--- config.mk ---
export PLATFORM = sky130hd
export DESIGN_NAME = st7066u_bus_driver_flat
export DESIGN_NICKNAME = d
export VERILOG_FILES = /design/src/rtl/st7066u_bus_driver_if.sv /design/src/rtl/st7066u_bus_driver.sv /design/src/flat_wrapper.sv
export SDC_FILE = /design/constraint.sdc
export NUM_CORES = 1
export LEC_CHECK = 0
export ABC_AREA = 1
export CORE_MARGIN = 3
export CORE_UTILIZATION = 50
export DETAILED_ROUTE_END_ITERATION = 12
export GPL_ROUTABILITY_DRIVEN = 0
export GPL_TIMING_DRIVEN = 0
export HOLD_SLACK_MARGIN = 0.15
export PLACE_DENSITY = 0.78
export SLEW_MARGIN = 40
export SYNTH_ARGS = -nofsm -noshare
export SYNTH_HDL_FRONTEND = slang
export SYNTH_SLANG_ARGS = --single-unit
--- constraint.sdc ---
create_clock -name i_clk -period 1.8 [get_ports i_clk]
set_clock_uncertainty 0.2 [all_clocks]
set_input_delay 0.54 -clock i_clk [delete_from_list [all_inputs] [get_ports i_clk]]
set_output_delay 0.54 -clock i_clk [all_outputs]
set_load 0.005 [all_outputs]
--- src/rtl/st7066u_bus_driver_if.sv ---
// ---------------------------------------------------------------------------
// st7066u_bus_driver_if
// Bundle between the display sequencer and the ST7066U bus driver.
//   Request side (sequencer -> driver):
//     i_data      request type: 0 = instruction, 1 = character
//     i_e_trigger request strobe; its rising edge is a request
//     i_sel[2:0]  selector
//     i_val[3:0]  value
//   Panel / status side (driver -> pins / sequencer):
//     o_rs, o_rw, o_e, o_db[7:0]  LCD bus
//     o_busy      write cycle in progress
//     o_drop      one-cycle pulse: request discarded
// master = request producer, slave = bus driver.
// ---------------------------------------------------------------------------
interface st7066u_bus_driver_if;
  logic       i_data;
  logic       i_e_trigger;
  logic [2:0] i_sel;
  logic [3:0] i_val;
  logic       o_rs;
  logic       o_rw;
  logic       o_e;
  logic [7:0] o_db;
  logic       o_busy;
  logic       o_drop;

  modport master (
    output i_data, i_e_trigger, i_sel, i_val,
    input  o_rs, o_rw, o_e, o_db, o_busy, o_drop
  );

  modport slave (
    input  i_data, i_e_trigger, i_sel, i_val,
    output o_rs, o_rw, o_e, o_db, o_busy, o_drop
  );
endinterface

--- src/rtl/st7066u_bus_driver.sv ---
// ---------------------------------------------------------------------------
// st7066u_bus_driver
// Turns symbolic sequencer requests into timed 8-bit write cycles on an
// ST7066U character LCD. A request (rising edge of i_e_trigger) is decoded
// into an instruction or character byte, latched onto DB/RS, and E is then
// pulsed: T_AS cycles setup, T_PW cycles E high, T_H cycles hold.
// Ports:
//   i_clk    system clock
//   i_reset  asynchronous, active-high reset
//   bus      st7066u_bus_driver_if.slave (request inputs, LCD pins, status)
// ---------------------------------------------------------------------------
module st7066u_bus_driver #(
  parameter int T_AS = 2,
  parameter int T_PW = 4,
  parameter int T_H  = 2
) (
  input  logic                        i_clk,
  input  logic                        i_reset,
  st7066u_bus_driver_if.slave         bus
);

  localparam int P_MAX = (T_AS > T_PW) ? ((T_AS > T_H) ? T_AS : T_H)
                                       : ((T_PW > T_H) ? T_PW : T_H);
  // Counter holds (phase length - 1) down to 0.
  localparam int CNT_W = (P_MAX > 1) ? $clog2(P_MAX) : 1;

  localparam logic [1:0] S_IDLE  = 2'd0;
  localparam logic [1:0] S_SETUP = 2'd1;
  localparam logic [1:0] S_PULSE = 2'd2;
  localparam logic [1:0] S_HOLD  = 2'd3;

  logic [1:0]       r_state;
  logic [CNT_W-1:0] r_cnt;
  logic             r_trig_d;
  logic             r_rs;
  logic             r_e;
  logic [7:0]       r_db;
  logic             r_busy;
  logic             r_drop;

  logic             w_req;
  logic             w_valid;
  logic [7:0]       w_byte;

  assign w_req = bus.i_e_trigger & ~r_trig_d;

  // Request decode: instruction table or character glyph.
  always_comb begin
    w_valid = 1'b1;
    w_byte  = 8'h00;
    if (bus.i_data) begin
      // sel[2] is a don't-care for characters.
      unique case (bus.i_sel[1:0])
        2'b00: w_byte = (bus.i_val <= 4'd9) ? (8'h30 + {4'h0, bus.i_val}) : 8'h3F;
        2'b01: w_byte = bus.i_val[0] ? 8'h20 : 8'h3A;
        2'b10: w_byte = 8'h4D;
        2'b11: w_byte = bus.i_val[0] ? 8'h50 : 8'h41;
        default: w_byte = 8'h00;
      endcase
    end else begin
      case (bus.i_sel)
        3'b100:  w_byte = 8'h38;
        3'b101:  w_byte = 8'h0C;
        3'b110:  w_byte = 8'h01;
        3'b111:  w_byte = 8'h06;
        3'b000:  w_byte = 8'h80 | {4'h0, bus.i_val};
        default: w_valid = 1'b0;
      endcase
    end
  end

  always_ff @(posedge i_clk or posedge i_reset) begin
    if (i_reset) begin
      r_state  <= S_IDLE;
      r_cnt    <= '0;
      // Reset high so a strobe held through reset is not seen as an edge.
      r_trig_d <= 1'b1;
      r_rs     <= 1'b0;
      r_e      <= 1'b0;
      r_db     <= 8'h00;
      r_busy   <= 1'b0;
      r_drop   <= 1'b0;
    end else begin
      r_trig_d <= bus.i_e_trigger;
      r_drop   <= 1'b0;
      case (r_state)
        S_IDLE: begin
          if (w_req) begin
            if (w_valid) begin
              r_db    <= w_byte;
              r_rs    <= bus.i_data;
              r_busy  <= 1'b1;
              r_state <= S_SETUP;
              r_cnt   <= CNT_W'(T_AS - 1);
            end else begin
              r_drop  <= 1'b1;
            end
          end
        end
        S_SETUP: begin
          if (r_cnt == '0) begin
            r_state <= S_PULSE;
            r_e     <= 1'b1;
            r_cnt   <= CNT_W'(T_PW - 1);
          end else begin
            r_cnt   <= r_cnt - CNT_W'(1);
          end
        end
        S_PULSE: begin
          if (r_cnt == '0) begin
            r_state <= S_HOLD;
            r_e     <= 1'b0;
            r_cnt   <= CNT_W'(T_H - 1);
          end else begin
            r_cnt   <= r_cnt - CNT_W'(1);
          end
        end
        S_HOLD: begin
          if (r_cnt == '0) begin
            r_state <= S_IDLE;
            r_busy  <= 1'b0;
            r_cnt   <= '0;
          end else begin
            r_cnt   <= r_cnt - CNT_W'(1);
          end
        end
        default: begin
          r_state <= S_IDLE;
          r_e     <= 1'b0;
          r_busy  <= 1'b0;
          r_cnt   <= '0;
        end
      endcase
      // No queueing: anything arriving mid-cycle (even on the final hold
      // cycle) is discarded and flagged.
      if (w_req && (r_state != S_IDLE))
        r_drop <= 1'b1;
    end
  end

  assign bus.o_rs   = r_rs;
  assign bus.o_rw   = 1'b0;
  assign bus.o_e    = r_e;
  assign bus.o_db   = r_db;
  assign bus.o_busy = r_busy;
  assign bus.o_drop = r_drop;

endmodule

--- src/flat_wrapper.sv ---
// flat-port wrapper written by rule: the top's interface ports become plain ports
module st7066u_bus_driver_flat 
#(
  parameter int T_AS = 2,
  parameter int T_PW = 4,
  parameter int T_H  = 2
)
  (i_clk, i_reset, bus_i_data, bus_i_e_trigger, bus_i_sel, bus_i_val, bus_o_rs, bus_o_rw, bus_o_e, bus_o_db, bus_o_busy, bus_o_drop);
  st7066u_bus_driver_if bus_i ();
  input  logic i_clk;
  input  logic i_reset;
  input wire logic [$bits(bus_i.i_data)-1:0] bus_i_data;
  input wire logic [$bits(bus_i.i_e_trigger)-1:0] bus_i_e_trigger;
  input wire logic [$bits(bus_i.i_sel)-1:0] bus_i_sel;
  input wire logic [$bits(bus_i.i_val)-1:0] bus_i_val;
  output wire logic [$bits(bus_i.o_rs)-1:0] bus_o_rs;
  output wire logic [$bits(bus_i.o_rw)-1:0] bus_o_rw;
  output wire logic [$bits(bus_i.o_e)-1:0] bus_o_e;
  output wire logic [$bits(bus_i.o_db)-1:0] bus_o_db;
  output wire logic [$bits(bus_i.o_busy)-1:0] bus_o_busy;
  output wire logic [$bits(bus_i.o_drop)-1:0] bus_o_drop;
  assign bus_i.i_data = bus_i_data;
  assign bus_i.i_e_trigger = bus_i_e_trigger;
  assign bus_i.i_sel = bus_i_sel;
  assign bus_i.i_val = bus_i_val;
  assign bus_o_rs = bus_i.o_rs;
  assign bus_o_rw = bus_i.o_rw;
  assign bus_o_e = bus_i.o_e;
  assign bus_o_db = bus_i.o_db;
  assign bus_o_busy = bus_i.o_busy;
  assign bus_o_drop = bus_i.o_drop;
  st7066u_bus_driver #(.T_AS(T_AS), .T_PW(T_PW), .T_H(T_H)) u_core (.i_clk(i_clk), .i_reset(i_reset), .bus(bus_i));
endmodule
==> results.toml <==
[run_status]
status = "completed"

[clock_tree]
insertion_delay_ps = 290
clock-sinks = 17
clock_path_buffers = 2
clk_pin_slew_ps = 100
cts_root_buf = "clkbuf_4"
cts_tree = "yes"
cts_hold_buffers = 0
numCtsBuffers = 3
cts_max_level = 1

[placement]
port_buffers = 20
dp.cells = 198
dp_slack_ps = -287
place_area_um2 = 1410
dp_hpwl_um = 1880

[timing]
setup_viol = 0
max_slew_margin = 0.566
min_period_ps = 1720
fmax_mhz = 580
drv_slew = 0
hold_violations = 0
fin_ws_ps = 75.7
fin_crit_sh = 0.958
tightest_slew_ps = 651

[synth]
avgSynthCellArea_um2 = 7.76
ys_seq_area_frac = 0.364
synth_cell_types = 26
syn-cell-area_um2 = 1170
syn_nets = 170
yosys.area.top_type = "dfrtp_1"
synth-seq-cells = 17
yosys_warnings = 0
synthTopCellsByArea = "dfrtp_1 (34%), nand2_1 (15%), ha_1 (8.5%)"
synth_top_area_frac = 0.342
synth_cells = 151

[floorplanning]
num_io_pins = 24
dieWidth_um = 54.4
die_h_um = 54.4
placementRows = 16
die-area_um2 = 2960
initial_core_util = 0.563
core_um2 = 2080

[detailed_routing]
drc_errors = 0
ant_nets = 0
routed_wirelength_um = 2360
first_iter_violations = 19
route.vias.total = 1030
wire_per_inst_um = 11.5
drtPass1Iterations = 4
viasPerCell = 5.02

[critical_path]
crit_chain = "clkdlybuf4s50_1 -> inv_1 -> nor2_8 -> nand2_4 -> nor2_4 -> nand2_1 -> nor2_1 -> nor2_1"
cp_max_fo = 3
slowest_stage = "clkdlybuf4s50_1"
arrival_ps = 1710
crit_type = "in -> reg"
start_kind = "primary input"
crit_required_ps = 1790
worstSetupEndpointType = "flop"
worst_path_largest_cell_delay_ps = 510
cpMostUsedCell = "nor2_1"

[power]
vdd_ir_drop_max_v = 0.000641
powerDensity_nw_per_um2 = 1180
total_power_mw = 1.72
total_leakage_power_nw = 0.808

[cells_and_area]
final_common_cell = "nand2_1"
fin_nets = 198
fin_cells = 205
final_area_um2 = 1460
layout_common_cells = "nand2_1 (46), inv_1 (19), dfrtp_1 (16)"
syn_to_final_growth_pct = 24.3
drive_gt1_frac = 0.152
diodes = 0

[global_routing]
grt_antenna_before_repair = 0
grtUsageTotal = 0.191
overflow = 0
grt_pass1_vias = 986
grt_start_max_net_pins = 18
grt_pass1_wl_um = 4120

[worst_hold_path]
hp-class = "reg -> reg"

[flow_run]
maxCapViolations = 0
==> layer usage <==
layer  vias to the layer above  track usage  wire [µm]
li1                        530            -          -
met1                       468        0.237       1080
met2                        27        0.331       1120
met3                         5       0.0272        120
met4                         0       0.0747         35
met5                         -            0          0
==> worst paths after layout <==
check                              startpoint            endpoint  slack, ps  depth (start not counted)
setup / recovery              bus_i_e_trigger  u_core.bus.o_db[0]         80                          8
hold / removal             u_core.bus.o_db[5]  u_core.bus.o_db[5]        290                          2
setup reg to reg            u_core.r_state[0]   u_core.r_state[0]        190                          8
hold reg to reg            u_core.bus.o_db[5]  u_core.bus.o_db[5]        290                          2
max in group asynchronous             i_reset     u_core.bus.o_rs        550                          2
min in group asynchronous             i_reset  u_core.bus.o_db[1]        430                          2
==> through the flow <==
step / hold WS (ps) / TNS, ps / utilization
after global placement: 260 / -2910 / 0.675
final: 288 / 0 / 0.700
after floorplan: 264 / 0 / -
after global routing: 313 / -6.42 / 0.700
after CTS: 289 / 0 / 0.688
after detailed placement: 269 / -2860 / 0.675
==> logic make-up after synthesis <==
group	Yosys count	share of synthesized area
buffers and inverters	25	0.107
AO/OA/AOI/OAI	18	0.0950
AND/OR/NAND/NOR	82	0.346
flip-flops	17	0.364
other	1	0.00320
adder cells (fa/ha/maj)	8	0.0854
==> timing repair <==
item,in CTS,in global routing
setup endpoints to repair,12,4
setup buffers,2,1
pin swaps,0,1
gates resized for setup,12,3
==> area by class of cell <==
| type | instances | area, µm² |
|---|---|---|
| fillers | 195 | 624 |
| multi-input cells | 109 | 623 |
| flip-flops and latches | 17 | 427 |
| repair buffers | 23 | 223 |
| inverters | 21 | 83.8 |
| plain buffers | 4 | 41.3 |
| well taps | 27 | 33.8 |
| clock buffers | 4 | 26.3 |
==> critical path: cells and delay by family <==
family	cells	cell delay (ps)
buf+inv	2	620
simple gates	6	550
==> synth_stat cells, drive strengths merged <==
library cell  number
a21boi             1
o21a               1
inv               21
conb               1
a21oi              2
dfrtp             16
nor2              14
o21bai             2
ha                 8
nand4              3
nand2             52
nand3             13
o211ai             1
buf                4
o21ai             11
dfstp              1
==> where the power goes <==
part           switching [mW]  internal (mW)  total [mW]
Combinational           0.491          0.411       0.902
Sequential             0.0856          0.531       0.617
Clock                   0.119         0.0862       0.205
Total                   0.696           1.03        1.72
==> registers in the layout, summed over array words and instances (netlist names) <==
| signal | flops |
|---|---|
| u_core.bus.o_busy | 1 |
| u_core.bus.o_db | 8 |
| u_core.bus.o_drop | 1 |
| u_core.bus.o_e | 1 |
| u_core.bus.o_rs | 1 |
| u_core.r_cnt | 2 |
| u_core.r_state | 2 |
| u_core.r_trig_d | 1 |
No activity file was read; power rests on OpenSTA's default activity.
==> edit: new RTL, same settings <==
`T_AS` is set to 2 in 2 places; all go to 4.
--- a/src/rtl/st7066u_bus_driver.sv
+++ b/src/rtl/st7066u_bus_driver.sv
@@ -10,7 +10,7 @@
 //   bus      st7066u_bus_driver_if.slave (request inputs, LCD pins, status)
 // ---------------------------------------------------------------------------
 module st7066u_bus_driver #(
-  parameter int T_AS = 2,
+  parameter int T_AS = 4,
   parameter int T_PW = 4,
   parameter int T_H  = 2
 ) (
--- a/src/flat_wrapper.sv
+++ b/src/flat_wrapper.sv
@@ -1,7 +1,7 @@
 // flat-port wrapper written by rule: the top's interface ports become plain ports
 module st7066u_bus_driver_flat 
 #(
-  parameter int T_AS = 2,
+  parameter int T_AS = 4,
   parameter int T_PW = 4,
   parameter int T_H  = 2
 )
Check against the original RTL: not equivalent (a bounded check fails within 10 cycles, from zero or initial values and one cycle with i_reset high).
==> edit against the unedited design <==
Die area is 4.1% lower; total power is 3.1% higher; worst setup slack better by 0.024 ns; sequential cell count stayed put; critical path type is now reg2out; worst hold slack worse by 0.0020 ns; highest routed layer unchanged; clock power is 3% higher; design area is 3.3% lower; synthesized area is 4.6% lower; critical endpoint is now bus_o_busy; largest power group unchanged; wire length is 0.81% lower; critical path depth is 7 lower; synthesized cell count is 3.3% higher.
==> edit: results (changes against the unedited design) <==
| Metric | Value |
|---|---|
| Top cells by count, synth | `nand2_1, nand3_1, dfrtp_1, inv_1 (was nand2_1, inv_1, dfrtp_1, nand3_1, nor2_1)` |
| Cell family with most CP delay | `flip-flops (was buffers and inverters)` |
| Wire per inst | `11.0 um (was 11.5 um)` |
| Mapped Nets | `175 (was 170)` |
| Arrival time worst endpoint | `0.96 ns (was 1.71 ns)` |
| Vias per cell | `4.96 (was 5.02)` |
| Slowest CP cell | `dfrtp_1 (was clkdlybuf4s50_1)` |
| First-pass GRT wire length | `4.06 mm (was 4.12 mm)` |
| CP peak stage delay | `0.40 ns (was 0.51 ns)` |
| Mean post-synth cell area | `7.17 um2 (was 7.76 um2)` |
| RR Endpoint | `u_core.bus.o_db[7]$_DFFE_PP0P_ (was u_core.r_state[0]$_DFFE_PP0P_)` |
| Synth unique cells | `22 (was 26)` |
| Peak VDD IR | `0.00102 V (was 0.000641 V)` |
| Status | `finished clean (unchanged)` |
| Pre-CTS worst setup slack | `-0.267 ns (was -0.287 ns)` |
| Top cells by area, synth | `dfrtp_1, nand2_1, ha_1, nand3_1, inv_1 (was dfrtp_1, nand2_1, ha_1, inv_1, nand3_1)` |
| Share of cells above drive strength 1 | `0.141 (was 0.152)` |
| Placed cells | `203 (was 198)` |
| Reg2reg setup slack | `0.22 ns (was 0.19 ns)` |
| P_int | `1060 uW (was 1030 uW)` |
| DRT iter0 DRCs | `31 (was 19)` |
| WHS Endpoint | `u_core.bus.o_db[2]$_DFFE_PP0P_ (was u_core.bus.o_db[5]$_DFFE_PP0P_)` |
| Crit-path max FO | `2 (was 3)` |
| Leak | `0.000809 uW (was 0.000808 uW)` |
| Gr usage total | `0.192 (was 0.191)` |
| Normalized max-slew margin | `0.572 (was 0.566)` |
-- edit: area by class of cell --
class	instances	share of cell area
clock inverters	1	0.00355
inverters	20	0.0532
flip-flops and latches	17	0.303
multi-input cells	115	0.415
well taps	27	0.0240
repair buffers	25	0.161
clock buffers	3	0.0160
plain buffers	4	0.0240
-- edit: routing by layer --
layer  track usage  share of wire  wire length [um]
met4        0.0851          0.013                31
met5             0              0                 0
met2         0.286           0.46              1070
met3        0.0423          0.060               141
met1         0.263           0.47              1090
-- edit: worst max-delay path by stage --
stage	start	endpoint	depth (start not counted)
3_3_place_gp	bus_i_sel[2]	u_core.bus.o_db[7]$_DFFE_PP0P_	7
5_1_grt	bus_i_e_trigger	u_core.bus.o_db[7]$_DFFE_PP0P_	7
2_1_floorplan	bus_i_sel[1]	u_core.bus.o_db[7]$_DFFE_PP0P_	8
6_report	u_core.bus.o_busy$_DFFE_PP0P_	bus_o_busy	1
3_5_place_dp	bus_i_sel[2]	u_core.bus.o_db[7]$_DFFE_PP0P_	7
4_1_cts	bus_i_sel[2]	u_core.bus.o_db[7]$_DFFE_PP0P_	7
-- edit: cell families after synthesis --
group / after synthesis / synth area share
AOI/OAI and AO/OA: 18 / 0.0917
and+or+nand+nor: 88 / 0.337
buffers and inverters: 24 / 0.0973
adders and majority gates: 8 / 0.0895
other: 1 / 0.00335
DFF: 17 / 0.381
-- edit: power by group through the flow --
stage	logic [uW]	clock network, uW	registers (uW)
floorplan	579	0	640
global placement	926	0	635
detailed placement	946	0	641
CTS	941	219	625
global route	1080	224	650
finish	939	212	627
-- edit: timing repair --
action                     CTS  global route
pin swaps                    0             0
resized for setup           12             3
setup endpoints to repair   12            14
buffers inserted             5             0
